[src/rtl/instr_fetch.sv]
// instr_fetch: PC owner feeding a synchronous ROM, valid/ready output with redirect and halt
module instr_fetch #(
  parameter int DATA_WIDTH = 32,
  parameter int ADDR_WIDTH = 9,
  parameter int unsigned RESET_PC = 1,
  parameter logic [5:0] HALT_OPCODE = 6'b010001
) (
  input  logic                  clk,
  input  logic                  rst,
  output logic [ADDR_WIDTH-1:0] rom_addr,
  input  logic [DATA_WIDTH-1:0] rom_q,
  output logic [DATA_WIDTH-1:0] instr,
  output logic [ADDR_WIDTH-1:0] instr_pc,
  output logic                  instr_valid,
  input  logic                  instr_ready,
  input  logic                  redirect,
  input  logic [ADDR_WIDTH-1:0] redirect_pc,
  output logic                  halted
);
  typedef enum logic {RUN, HALTED} state_t;
  state_t st, st_nxt;
  logic [ADDR_WIDTH-1:0] pc, req_pc;
  logic req_valid, move, halt_hit, issue, redir;
  assign redir = redirect && st == RUN;
  assign move = req_valid && (!instr_valid || instr_ready);
  assign halt_hit = move && rom_q[DATA_WIDTH-1 -: 6] == HALT_OPCODE;
  always_ff @(posedge clk)
    st <= rst ? RUN : st_nxt;
  always_comb
    st_nxt = (st == RUN && !redir && halt_hit) ? HALTED : st;
  // Without a new issue the in-flight address is replayed so rom_q survives stalls
  always_comb begin
    issue = st == RUN && (!req_valid || move) && !halt_hit;
    rom_addr = redir ? redirect_pc : issue ? pc : req_pc;
    halted = st == HALTED;
  end
  always_ff @(posedge clk) begin
    if (rst) begin
      pc <= ADDR_WIDTH'(RESET_PC);
      req_valid <= 1'b0;
      req_pc <= '0;
      instr <= '0;
      instr_pc <= '0;
      instr_valid <= 1'b0;
    end else if (redir) begin
      instr_valid <= 1'b0;
      req_valid <= 1'b1;
      req_pc <= redirect_pc;
      pc <= redirect_pc + 1'b1;
    end else begin
      if (move) begin
        instr <= rom_q;
        instr_pc <= req_pc;
        instr_valid <= 1'b1;
      end else if (instr_valid && instr_ready) instr_valid <= 1'b0;
      if (issue) begin
        req_valid <= 1'b1;
        req_pc <= pc;
        pc <= pc + 1'b1;
      end else if (move) req_valid <= 1'b0;
    end
  end
endmodule

[config.mk]
export PLATFORM = sky130hd
export DESIGN_NAME = instr_fetch
export DESIGN_NICKNAME = d
export VERILOG_FILES = /design/src/rtl/instr_fetch.sv
export SDC_FILE = /design/constraint.sdc
export NUM_CORES = 1
export LEC_CHECK = 0
export CAP_MARGIN = 10
export CORE_ASPECT_RATIO = 1.1
export CORE_UTILIZATION = 45
export DETAILED_ROUTE_END_ITERATION = 7
export PLACE_DENSITY = 0.87
export SYNTH_ARGS = -nofsm -noshare
export SYNTH_HDL_FRONTEND = slang
export SYNTH_SLANG_ARGS = --single-unit
[constraint.sdc]
create_clock -name clk -period 6.5 [get_ports clk]
set_input_delay 1.3 -clock clk [delete_from_list [all_inputs] [get_ports clk]]
set_output_delay 1.3 -clock clk [all_outputs]
set_load 0.02 [all_outputs]
Word-level counts from Yosys, hierarchy flattened
Cells that the tools add are included.

word-level totals
  register bits = 62
  word-level logic and storage cells = 40

cells by class
  add/subtract/negate cells = 2
  eq/ne operators = 1
  muxes and demuxes = 9
  bitwise logic cells = 2
  reductions and logical operators = 19

operator list
  cell                                           count
  two-way mux 9 bit                              4
  adder 9 x 1 -> 9 bit, second input constant    2
  logical AND 1 bit                              8
  == test 6 x 5 -> 1 bit, second input constant  1
  two-way mux 1 bit                              5
  zero test 1 bit                                4
  nonzero test 2 bit                             2
  nonzero test 3 bit                             1
  logical OR 1 bit                               2
  NOT 1 bit                                      2
  AND reduction 2 bit                            1
  OR reduction 2 bit                             1

Longest topological paths before layout
Gate-level depths: netlist of the first run.

  word-level depth = 8
  depth in mapped cells = 9
  mapped depth without buffers = 8

Least setup slack after synthesis of the first run
OpenSTA, ideal clock, no wires.

  path type = in2out
  from = input port rom_q[31]
  to = output port rom_addr[4]
  arrival time = 2.550 ns
  slack = 2.650 ns
  stages = 6
  cell sequence = nor4b_4 nand4_2 and2_4 buf_6 o211a_1 nor2_1

between the ends
  longest elaborated chain between the ends = 6

RTL lines
  item                    RTL line  source
  start: declaration      11        input logic [DATA_WIDTH-1:0] rom_q,
  == test 6 x 5 -> 1 bit  26        assign halt_hit = move && rom_q[DATA_WIDTH-1 -: 6] == HALT_OPCODE;
  logical AND 1 bit       26
  zero test 1 bit         33        issue = st == RUN && (!req_valid || move) && !halt_hit;
  logical AND 1 bit       33
  two-way mux 9 bit       --
  two-way mux 9 bit       34        rom_addr = redir ? redirect_pc : issue ? pc : req_pc;
  end: declaration        10        output logic [ADDR_WIDTH-1:0] rom_addr,

Every way passes these cells.

Worst setup path in the final report of the first run
  from = input port redirect
  to = output port rom_addr[7]

between the ends
  longest elaborated chain between the ends = 2

RTL lines
  item                RTL line  source
  start: declaration  16        input logic redirect,
  logical AND 1 bit   24        assign redir = redirect && st == RUN;
  two-way mux 9 bit   34

Every way passes these cells.

==> run_results.csv, run 1 <==
group,metric,value,unit
status,outcome,"complete, no violations",
power,irDropWorstVdd,0.1337,mV
cells_and_area,final_util,66.79,%
cts,cts_made_buffers,9,
critical_path,cp.required,5.20,ns
placement,gp_congestion,0.8796,
routing,drt_first_iter_violations,200,
critical_path,cp-start-kind,"input pin",
yosys,syn_area,2716,um^2
critical_path,path_class,"input pin to output pin",
yosys,synth_top_cell_by_area,"dfxtp_1",
floorplanning,die_h,83.49,um
yosys,synthesis.nets,389,
yosys,synth.area.top_cells,"dfxtp_1, nand2_1, a21oi_1, nor2_1, clkbuf_1",
timing,slew_headroom,28.69,%
routing,post_drt_wl_per_cell,14.23,um
grt,grt_max_degree,58,
yosys,yosysWarnings,0,
cts,clock_sink_count,62,
cells_and_area,flow.area_growth_from_synthesis,42.75,%
worst_hold_path,whs_path_depth,2,
grt,antenna_found_initial,0,
critical_path,r2r_start,"halted",
timing,period_share,76.18,%
yosys,synth_cell_types,44,
cts,clk_path_buf_depth,2,
yosys,netlist_instances,343,
worst_hold_path,min-delay-path-class,"flop to flop",
job,max-cap-violations,0,
critical_path,worst-path-buf-inv,3,
timing,rsz0062_at_grt,"no",
cts,post-cts-setup-buffers,0,
critical_path,cp_slowest_cell,"clkdlybuf4s50_1",
routing,totalWireLength,7285,um
timing,drv_slew,0,
grt,grt_use_total,22.90,%
critical_path,cp_max_fo,22,
cts,root_buffer,"clkbuf_8",
routing,final_antenna_net_count,0,
critical_path,reg2regPathDepth,8,
cts,postCtsHoldBufs,0,
floorplanning,start_util,46.79,%
timing,min_period,4.952,ns
worst_hold_path,hold_path.startpoint,"req_pc[4]",
critical_path,path_delay_family,"buffers and inverters",
yosys,ys_seq_area_share,45.69,%
cells_and_area,diodes,0,
timing,tightest_slew,1.070,ns
worst_hold_path,min_to,"instr_pc[4]",
grt,gr-total-overflow,0,
critical_path,worstSetupEndpointType,"output pin",
critical_path,crit_arrival,3.65,ns
cts,clk_latency,0.35,ns
critical_path,critPathMaxStageDelay,0.74,ns
timing,finalSetupTns,0,ns
cts,path_clk_slew,0.06,ns
floorplanning,fp.dieW,76.08,um
cells_and_area,layout-drive-gt1-share,6.897,%
routing,viasPerCell,5.424,
placement,numPortBuffers,96,
cells_and_area,final_nets,476,
critical_path,crit_chain,"clkdlybuf4s50_1, inv_1, a31oi_2, and2_4, nor2_1, nor2_1, clkdlybuf4s50_1",
timing,final-setup-viol-count,0,
cells_and_area,final_cell_mix,"nand2_1, clkdlybuf4s50_1, dfxtp_1",
timing,fin_skew,0.007033,ns
floorplanning,rows,29,
placement,place_area,3687,um^2
timing,fmax,202.0,MHz
floorplanning,ios,97,
yosys,synthArstFlopShare,0,%
cts,htree_levels,3,
floorplanning,core,5806,um^2
grt,grt_pass1_vias,2451,
cts,cts_tree,"yes",
routing,vias,2777,
routing,drc,0,
routing,first_pass_iters,5,
yosys,ys_ff_latch,62,
yosys,synth_edf_count,0,
cts,ctsResizeCount,0,
power,power_density,233.7,nW/um^2
floorplanning,dieArea,6352,um^2
timing,final_hold_viol_count,0,
placement,dp_hpwl,4908,um
cells_and_area,mostFrequentLayoutCell,"nand2_1",
yosys,syn_area_per_cell,7.919,um^2
cells_and_area,final_area,3877,um^2
critical_path,rrSetupSlack,3.84,ns
grt,grt_first_pass_wirelength,11520,um
critical_path,r2r-end,"pc[8]",
power,p_leak,1.470,nW
yosys,synth-main-ff-cell,"dfxtp_1",
yosys,synth_top_area_share,45.69,%
critical_path,critPathLaunch,"redirect",
## sequential cells by signal, summed over array words and instances, names as in the netlist
register     count
req_valid        1
req_pc           9
instr_valid      1
halted           1
instr           32
pc               9
instr_pc         9
## report_power, final
| group | switching [W] | internal, W |
|---|---|---|
| clock | 0.000153 | 0.000176 |
| combinational | 0.0000827 | 0.0000789 |
| sequential | 0.0000146 | 0.000400 |
## Yosys cell counts, drive strengths merged (4+ instances only)
| library cell | instances |
|---|---|
| a21oi | 49 |
| and2 | 4 |
| clkbuf | 16 |
| nand3 | 5 |
| nand2 | 103 |
| o21ai | 4 |
| buf | 6 |
| dfxtp | 62 |
| nor3 | 7 |
| nand2b | 4 |
| inv | 5 |
| and3 | 4 |
| a31oi | 8 |
| nor2 | 19 |
| mux2i | 5 |
## worst max-delay path by stage
stage / slack, ns / endpoint / cells after the start
floorplan: 2.65 / rom_addr[4] / 6
global placement: 1.63 / rom_addr[7] / 7
detailed placement: 1.58 / rom_addr[7] / 7
CTS: 1.57 / rom_addr[7] / 7
global route: 1.40 / rom_addr[8] / 7
finish: 1.55 / rom_addr[7] / 7
## final cells by class
cell class / instances / area (um^2)
clock buffer: 10 / 127.6
fill: 476 / 1928
tap: 77 / 96.34
sequential: 62 / 1241
timing repair buffer: 98 / 970.9
clock inverter: 6 / 62.56
multi-input combinational: 254 / 1360
inverter: 5 / 18.77
## kinds of logic after synthesis
family	after synthesis	share of synthesized area, %
buf+inv	27	4.238
xor+xnor	1	0.3225
flops	62	45.69
compound gates	89	20.91
fa+ha+maj	1	0.4605
mux	5	1.843
simple gates	158	26.53
## worst reg2reg max path, stage by stage, from the launching register on
cell and delay (ns):
dfxtp_1 0.47, and2b_4 0.46, mux2i_1 0.42, inv_1 0.09, ha_1 0.29, nand3_1 0.14
o22ai_1 0.16, and3_1 0.21, a311o_1 0.31
## metrics by stage
| stage | power, W | setup slack, ns | hold WS (ns) | instances |
|---|---|---|---|---|
| 6_report | 0.0009061 | 1.548 | 0.4507 | 512 |
| 5_1_grt | 0.0009490 | 1.401 | 0.4715 | 512 |
| 4_1_cts | 0.0009088 | 1.573 | 0.4553 | 512 |
| 3_5_place_dp | 0.0005836 | 1.577 | 0.4459 | 496 |
| 3_3_place_gp | 0.0005807 | 1.629 | 0.4408 | 496 |
| 2_1_floorplan | 0.0005056 | 2.650 | 0.4321 | 343 |
## metal layers
metal	part of all wire [%]	track usage, %	routed length [um]	up-vias
met4	2.3	10.14	169	0
met1	42	27.65	3033	1285
met2	50	38.18	3632	117
met5	0	0	0	-
li1	-	-	-	1354
met3	6.2	6.120	450	21
Power figures use the tool's default switching activity.
==> run 2, diff against run 1 <==
Settings changed: CORE_UTILIZATION 45 to 40, PLACE_DENSITY 0.87 to 0.82.
Clock period 6.5 ns to 4.12 ns, I/O delays scaled along.
==> run 2 against run 1 <==
  * Setup slack got worse by 1.4 ns
  * Via count is 0.47% higher
  * Combinational power increased by 60%
  * Sequential cell count is the same
  * Die area rose by 12%
  * Non-clock buffer count grew 5
  * Design area increased by 1.1%
  * Wire length is 3.8% higher
  * Sequential share of layout area decreased by 0.35 points
  * Sequential power rose by 58%
  * Global-route usage down 2.2 points
  * Core utilization decreased by 7.0 points
  * Critical endpoint unchanged
  * Largest power group unchanged
==> run_results.csv, run 2 (synthesis gave the netlist of run 1 again) <==
group,metric,value,unit
worst_hold_path,min-delay-path-class,"flop to flop",
floorplanning,core,6555,um^2
cts,postCtsHoldBufs,0,
cts,cts_tree,"yes",
grt,gr-total-overflow,0,
floorplanning,fp.dieW,80.57,um
critical_path,crit_arrival,3.10,ns
timing,fmax,254.9,MHz
timing,drv_slew,0,
cells_and_area,top_register,"instr",
power,swShare,27.03,%
power,clkPwrFrac,36.4,%
power,p_int,0.001050,W
timing,slew_headroom,61.35,%
power,power_switching,0.0003889,W
cells_and_area,final_cell_mix,"nand2_1, clkdlybuf4s50_1, dfxtp_1",
status,outcome,"complete, no violations",
cts,htree_levels,3,
critical_path,cp_max_fo,22,
critical_path,worstSetupEndpointType,"output pin",
cts,clock_sink_count,62,
cells_and_area,layout-drive-gt1-share,7.745,%
grt,grt_max_degree,30,
cts,root_buffer,"clkbuf_8",
cells_and_area,mostFrequentLayoutCell,"nand2_1",
grt,antenna_found_initial,0,
routing,drt_first_iter_violations,152,
floorplanning,dieArea,7125,um^2
timing,final_hold_viol_count,0,
power,power_frac_comb,18.1,%
routing,post_drt_wl_per_cell,14.51,um
cells_and_area,flow.area_growth_from_synthesis,44.31,%
grt,grt_first_pass_wirelength,11220,um
critical_path,r2r-end,"pc[8]",
power,p_leak,1.489,nW
placement,dp_hpwl,5330,um
timing,rsz0062_at_grt,"no",
cells_and_area,largest_reg_flops,32,
floorplanning,ios,97,
placement,numPortBuffers,96,
timing,final-setup-viol-count,0,
cts,path_clk_slew,0.06,ns
routing,totalWireLength,7561,um
cells_and_area,final_util,59.80,%
critical_path,rrSetupSlack,1.52,ns
cells_and_area,final_area,3920,um^2
critical_path,r2r_start,"halted",
cts,ctsResizeCount,0,
power,irDropWorstVdd,0.2284,mV
routing,viasPerCell,5.355,
placement,gp_congestion,0.8537,
floorplanning,rows,31,
worst_hold_path,hold_path.startpoint,"instr_pc[8]",
power,power_density,367.1,nW/um^2
critical_path,cp.required,3.30,ns
grt,grt_use_total,20.65,%
routing,first_pass_iters,4,
floorplanning,die_h,88.43,um
timing,tightest_slew,0.5797,ns
timing,fin_skew,0.007236,ns
timing,finalSetupTns,0,ns
cts,clk_latency,0.34,ns
timing,period_share,95.23,%
worst_hold_path,min_to,"instr_pc[8]",
cts,clk_path_buf_depth,2,
routing,drc,0,
critical_path,reg2regPathDepth,8,
power,seq_power_share,45.5,%
floorplanning,start_util,41.44,%
routing,vias,2790,
timing,min_period,3.923,ns
routing,final_antenna_net_count,0,
placement,place_area,3731,um^2
cells_and_area,diodes,0,
cts,post-cts-setup-buffers,0,
worst_hold_path,whs_path_depth,2,
critical_path,cp-start-kind,"input pin",
cells_and_area,final_nets,481,
critical_path,path_class,"input pin to output pin",
job,max-cap-violations,0,
cts,cts_made_buffers,9,
grt,grt_pass1_vias,2409,
-- run 2: final cells by class --
cell class	count	area, um^2
fill	579	2635
multi-input combinational	254	1360
sequential	62	1241
timing repair buffer	103	1008
clock buffer	11	141.4
tap	82	102.6
clock inverter	4	47.55
inverter	5	18.77
-- run 2: power groups by stage --
stage	combinational, W	clock [W]	sequential [W]
after global routing	0.000280	0.000559	0.000657
after CTS	0.000261	0.000536	0.000654
after floorplan	0.000114	0	0.000684
after global placement	0.000254	0	0.000666
after detailed placement	0.000259	0	0.000667
final	0.000260	0.000524	0.000655
-- run 2: metal layers --
| metal | vias to the layer above | track usage, % | part of all wire, % | wire length (um) |
|---|---|---|---|---|
| met1 | 1318 | 25.19 | 42 | 3189 |
| met4 | 0 | 10.71 | 1.9 | 146 |
| met3 | 12 | 4.536 | 6.0 | 454 |
| met2 | 98 | 34.13 | 50 | 3770 |
| li1 | 1362 | - | - | - |
| met5 | - | 0 | 0 | 0 |
-- run 2: worst max path at each step --
stage	from	endpoint	slack, ns
2_1_floorplan	rom_q[31]	rom_addr[4]	1.22
3_3_place_gp	rom_q[31]	rom_addr[4]	0.26
3_5_place_dp	rom_q[31]	rom_addr[4]	0.22
4_1_cts	rom_q[31]	rom_addr[7]	0.22
5_1_grt	redirect	rom_addr[7]	0.12
6_report	rom_q[31]	rom_addr[7]	0.20
-- run 2: metrics by stage --
| stage | hold slack, ns | setup slack, ns | std cells | total power [W] |
|---|---|---|---|---|
| 2_1_floorplan | 0.4321 | 1.222 | 343 | 0.0007976 |
| 3_3_place_gp | 0.4390 | 0.2584 | 506 | 0.0009203 |
| 3_5_place_dp | 0.4466 | 0.2242 | 506 | 0.0009264 |
| 4_1_cts | 0.4557 | 0.2220 | 521 | 0.001450 |
| 5_1_grt | 0.4731 | 0.1175 | 521 | 0.001496 |
| 6_report | 0.4529 | 0.1965 | 521 | 0.001439 |
-- run 2: critical path: stages --
cell	delay, ns
clkdlybuf4s50_1	0.46
nor4b_4	0.37
nand4_2	0.18
and2_4	0.27
o211a_1	0.26
nor2_1	0.12
clkdlybuf4s50_1	0.62
==> RTL change 1 (flow settings as in run 2) <==
Set the parameter `ADDR_WIDTH` to 10 (it was 9).
--- a/src/rtl/instr_fetch.sv
+++ b/src/rtl/instr_fetch.sv
@@ -1,7 +1,7 @@
 // instr_fetch: PC owner feeding a synchronous ROM, valid/ready output with redirect and halt
 module instr_fetch #(
   parameter int DATA_WIDTH = 32,
-  parameter int ADDR_WIDTH = 9,
+  parameter int ADDR_WIDTH = 10,
   parameter int unsigned RESET_PC = 1,
   parameter logic [5:0] HALT_OPCODE = 6'b010001
 ) (
Ports: changed (resized instr_pc, redirect_pc and rom_addr); port bits go from 97 to 100. No check against the original RTL was run, so the function may have changed too.
==> RTL change 1 against run 2 <==
Die area rose by 3.3%. Fmax decreased by 2.2%. Worst setup slack got worse by 89 ps. First-iteration DRC count increased by 5.3%. Sequential cell count increased by 3. Final area rose by 4.3%. Synthesized cell count rose by 2.9%. Wire length shrank 1.9%. Synthesized area is 3.4% higher. Critical path type unchanged. Clock skew about the same. Power up 2.2%.
==> RTL change 1: results <==
set metrics [dict create \
    place.gp.congestion 0.8388 \
    p_leak_uw 0.001611 \
    async_reset_ff_share_pct 0 \
    antennaDiodeCount 0 \
    fin_crit_sh_pct 97.39 \
    fin_nets 500 \
    r2r_slack_ps 1650 \
    synth.yosys.seq_area_share_pct 46.35 \
    clockBufferDepth 2 \
    syn-num-nets 400 \
    cp_max_fo 5 \
    hold_slack_ps 454.4 \
    portBuffers 99 \
    cts-root-buf "clkbuf_8" \
    worstHoldEndpoint "instr[24]" \
    layout-drive-gt1-share_pct 8.952 \
    path_clk_slew_ps 70 \
    postCtsSetupBuffers 0 \
    netlist_top_cells_count "nand2_1 (115), dfxtp_1 (65), a21oi_1 (61), clkbuf_1 (16), nor2_1 (11)" \
    synth_top_family_by_area "simple AND/OR/NAND/NOR gates" \
    synth-xor-area-share_pct 0.9358 \
    hpwl_um 5339 \
    hold_start "instr[24]" \
    yosys.area_share.adder_pct 0.4456 \
    dr_total_vias 2788 \
    outcome "complete, no violations" \
    arrival_ps 3190 \
    rr_worst_depth 7 \
    synth_compound_area_share_pct 18.98 \
    drt_first_iter_violations 160 \
    tightest_slew_ps 829.6 \
    yosysWarnings 0 \
    dp_slack_ps 4.978 \
    grt_first_pass_wirelength_um 12030 \
    grtUsageTotal_pct 21.29 \
    drtPass1Iterations 4 \
    fill_cells 604 \
    synth_most_common_cell "nand2_1" \
    ys_types 44 \
    synth_area_leaders "dfxtp_1 (46%), nand2_1 (15%), a21oi_1 (11%)" \
    grt_start_max_net_pins 43 \
    synthFlopType "dfxtp_1" \
    largest_reg_flops 32 \
    cts_buffers 9 \
    crit_path_start "rom_q[31]" \
    hold_path_depth 2 \
    largest-register "instr" \
    fin_worst_skew_ps 7.309 \
    r2r-end "pc[9]" \
    worstReg2RegStart "halted" \
    muxShareOfSynthArea_pct 3.654 \
    postRouteWirelength_um 7421 \
    first_global_vias 2701 \
    ctsResizeCount 0 \
    ir_drop_v 0.0001989 \
    insertion_delay_ps 340 \
]
[RTL change 1: changes by cell type after synthesis, sizes merged, moves of 5 or more]
| cell | change |
|---|---|
| a21oi | +13 |
| nand2 | +12 |
| nor2 | -8 |
| nor2b | +8 |
| a31oi | -5 |
| nor3 | -5 |
[RTL change 1: worst max path at each step]
| stage | end | cells past startpoint |
|---|---|---|
| 2_1_floorplan | rom_addr[6] | 6 |
| 3_3_place_gp | rom_addr[9] | 8 |
| 3_5_place_dp | rom_addr[9] | 8 |
| 4_1_cts | rom_addr[9] | 8 |
| 5_1_grt | rom_addr[0] | 8 |
| 6_report | rom_addr[7] | 7 |
[RTL change 1: per-layer routing]
layer / part of all wire [%] / global-route usage (%) / wire [um] / vias up
met5: 0 / 0 / 0 / -
met4: 1.6 / 8.772 / 118 / 0
li1: - / - / - / 1390
met2: 48 / 35.12 / 3589 / 96
met3: 7.3 / 7.411 / 541 / 10
met1: 43 / 24.43 / 3172 / 1292
[RTL change 1: cell type report]
cell class                 instances  share of cell area [%]
clock buffer                      11                   3.213
inverter                           5                  0.4590
multi-input combinational        260                   33.45
sequential                        65                   31.82
tap                               82                   2.509
clock inverter                     5                   1.377
timing repair buffer             112                   27.17
[RTL change 1: worst max-delay path, cell delays in order]
cell and delay, ps:
clkdlybuf4s50_1 420, or4b_4 580, o21ai_4 180, a21oi_4 80
nor2b_4 160, a221o_2 400, clkdlybuf4s50_1 540
[RTL change 1: power breakdown]
group	switching (uW)	internal, uW	total [uW]
registers	22.9	661	684
clock network	245	279	524
logic	132	130	263
[RTL change 1: per-stage QoR]
stage / area (um2) / instances
floorplan: 2808 / 353
global placement: 3886 / 524
detailed placement: 3886 / 524
CTS: 4074 / 540
global route: 4089 / 540
finish: 4089 / 540
==> RTL change 2 (flow settings as in run 2) <==
Without the edit above. Make the reset (`rst`) asynchronous in one clocked block.
--- a/src/rtl/instr_fetch.sv
+++ b/src/rtl/instr_fetch.sv
@@ -34,7 +34,7 @@
     rom_addr = redir ? redirect_pc : issue ? pc : req_pc;
     halted = st == HALTED;
   end
-  always_ff @(posedge clk) begin
+  always_ff @(posedge clk or posedge rst) begin
     if (rst) begin
       pc <= ADDR_WIDTH'(RESET_PC);
       req_valid <= 1'b0;
Formal check against the unedited RTL: differs if rst is asserted again (counterexample within 4 cycles, from zero or initial values and one cycle with rst high); with rst held inactive, the same outputs for 10 cycles.
==> RTL change 2 against run 2 <==
Wire length down 13%. Final area up 4.9%. First-iteration DRC count down 43%. Worst setup slack worse by 70 ps. Synthesized area up 5.0%. Fmax down 1.7%. Sequential cell count unchanged. Largest cell class is now sequential cells.
Power is not compared: it rests on default switching activity, and its combinational part moved more than twofold at a synthesized area within 25%.
==> RTL change 2: results <==
set metrics [dict create \
    outcome "complete, no violations" \
    arrival_ps 3170 \
    largest-register "instr" \
    synth_area_leaders "dfrtp_1 (53%), mux2_2 (17%), mux2i_1 (4.6%)" \
    vias_per_cell 5.194 \
    grt_first_pass_wirelength_um 10680 \
    placed_cells 407 \
    slew-limit-headroom_pct 50.03 \
    wl_met2_um 3099 \
    multi_input_gates 156 \
    inv_count 3 \
    grt_start_max_net_pins 37 \
    wl_per_cell_um 15.47 \
    routed.top_layer "met4" \
    drt_first_iter_violations 86 \
    met1_length_um 2973 \
    cp_max_fo 12 \
    hold_start "instr[15]" \
    netlist_top_cells_count "dfrtp_1 (60), mux2_2 (42), nand2_1 (25), mux2i_1 (13)" \
    hpwl_um 4685 \
    crit_path_max_incr_delay_ps 660 \
    met3_usage_pct 4.242 \
    place.gp.congestion 0.8295 \
    syn-num-nets 277 \
    async_reset_ff_share_pct 98.39 \
    crit_path_start "rom_q[27]" \
    seqCellArea_mm2 0.001548 \
    avgSynthCellArea_um2 12.35 \
    yosysTopAreaCellShare_pct 52.63 \
    fill_cells 565 \
    ir_drop_v 0.0003387 \
    cp_top_family "buffers and inverters" \
    antenna_found_initial 0 \
    dr_total_vias 2197 \
    layout-drive-gt1-share_pct 22.58 \
    multi_input_area_mm2 0.001237 \
    p_leak_uw 0.001796 \
    ys_types 45 \
    fin_worst_skew_ps 8.723 \
    grt.met2_usage_pct 30.58 \
    wl_met3_um 321 \
    clk_share_pct 4.049 \
    maxCapViolCount 0 \
    grtUsageTotal_pct 18.99 \
    layout.nonclk_buf_share_pct 25.42 \
    n_all_buffers 104 \
    synth.yosys.seq_area_share_pct 54.25 \
    met1_usage_pct 23.86 \
    fin_nets 382 \
]
## RTL change 2: changes by cell type in the layout (fill, tap and decap cells not counted), sizes merged, moves of 5 or more
cell           before  now
dfrtp               0   60
clkdlybuf4s50      95   90
o21ai               4    9
nor2               19    9
dfxtp              62    1
dlymetal6s2s        0    5
mux2                0   44
nand2             103   25
mux2i               5   13
a21oi              49    9
## RTL change 2: timing repair
item	4_1_cts	5_1_grt
hold buffers	0	0
setup endpoints to repair	1	5
resized for setup	1	5
setup buffers	0	0
## RTL change 2: final timing paths
check,end,slack (ps),cells after the start
min in group asynchronous,instr[23],960,2
max in group asynchronous,instr_pc[5],2330,3
max,rom_addr[8],130,7
min,instr[15],500,1
max reg2reg,pc[8],1300,8
min reg2reg,instr[15],500,1
## RTL change 2: report_power, final
part / total (uW) / switching (uW) / internal (uW) / leakage [uW]
logic: 592 / 273 / 318 / 0.000984
clock network: 465 / 236 / 229 / 0.0000926
registers: 789 / 67.4 / 721 / 0.000719
total: 1850 / 577 / 1270 / 0.00180
## RTL change 2: per-stage QoR
| stage | utilization [%] | setup slack, ps | cell area, um2 |
|---|---|---|---|
| final | 60.90 | 127.0 | 4110 |
| after global routing | 60.90 | 15.37 | 4110 |
| after CTS | 60.72 | 18.01 | 4098 |
| after detailed placement | 58.27 | 6.491 | 3933 |
| after global placement | 58.27 | 78.30 | 3933 |
| after floorplan | - | 875.7 | 2853 |
## RTL change 2: cells by family after synthesis
group | count (synthesis) | synth area share, %
AOI/OAI and AO/OA | 35 | 8.114
xor gates and xnor gates | 2 | 0.6141
adders and majority gates | 1 | 0.4385
buffers and inverters | 13 | 2.544
DFF | 62 | 54.25
muxes | 57 | 22.19
and+or+nand+nor | 61 | 11.84
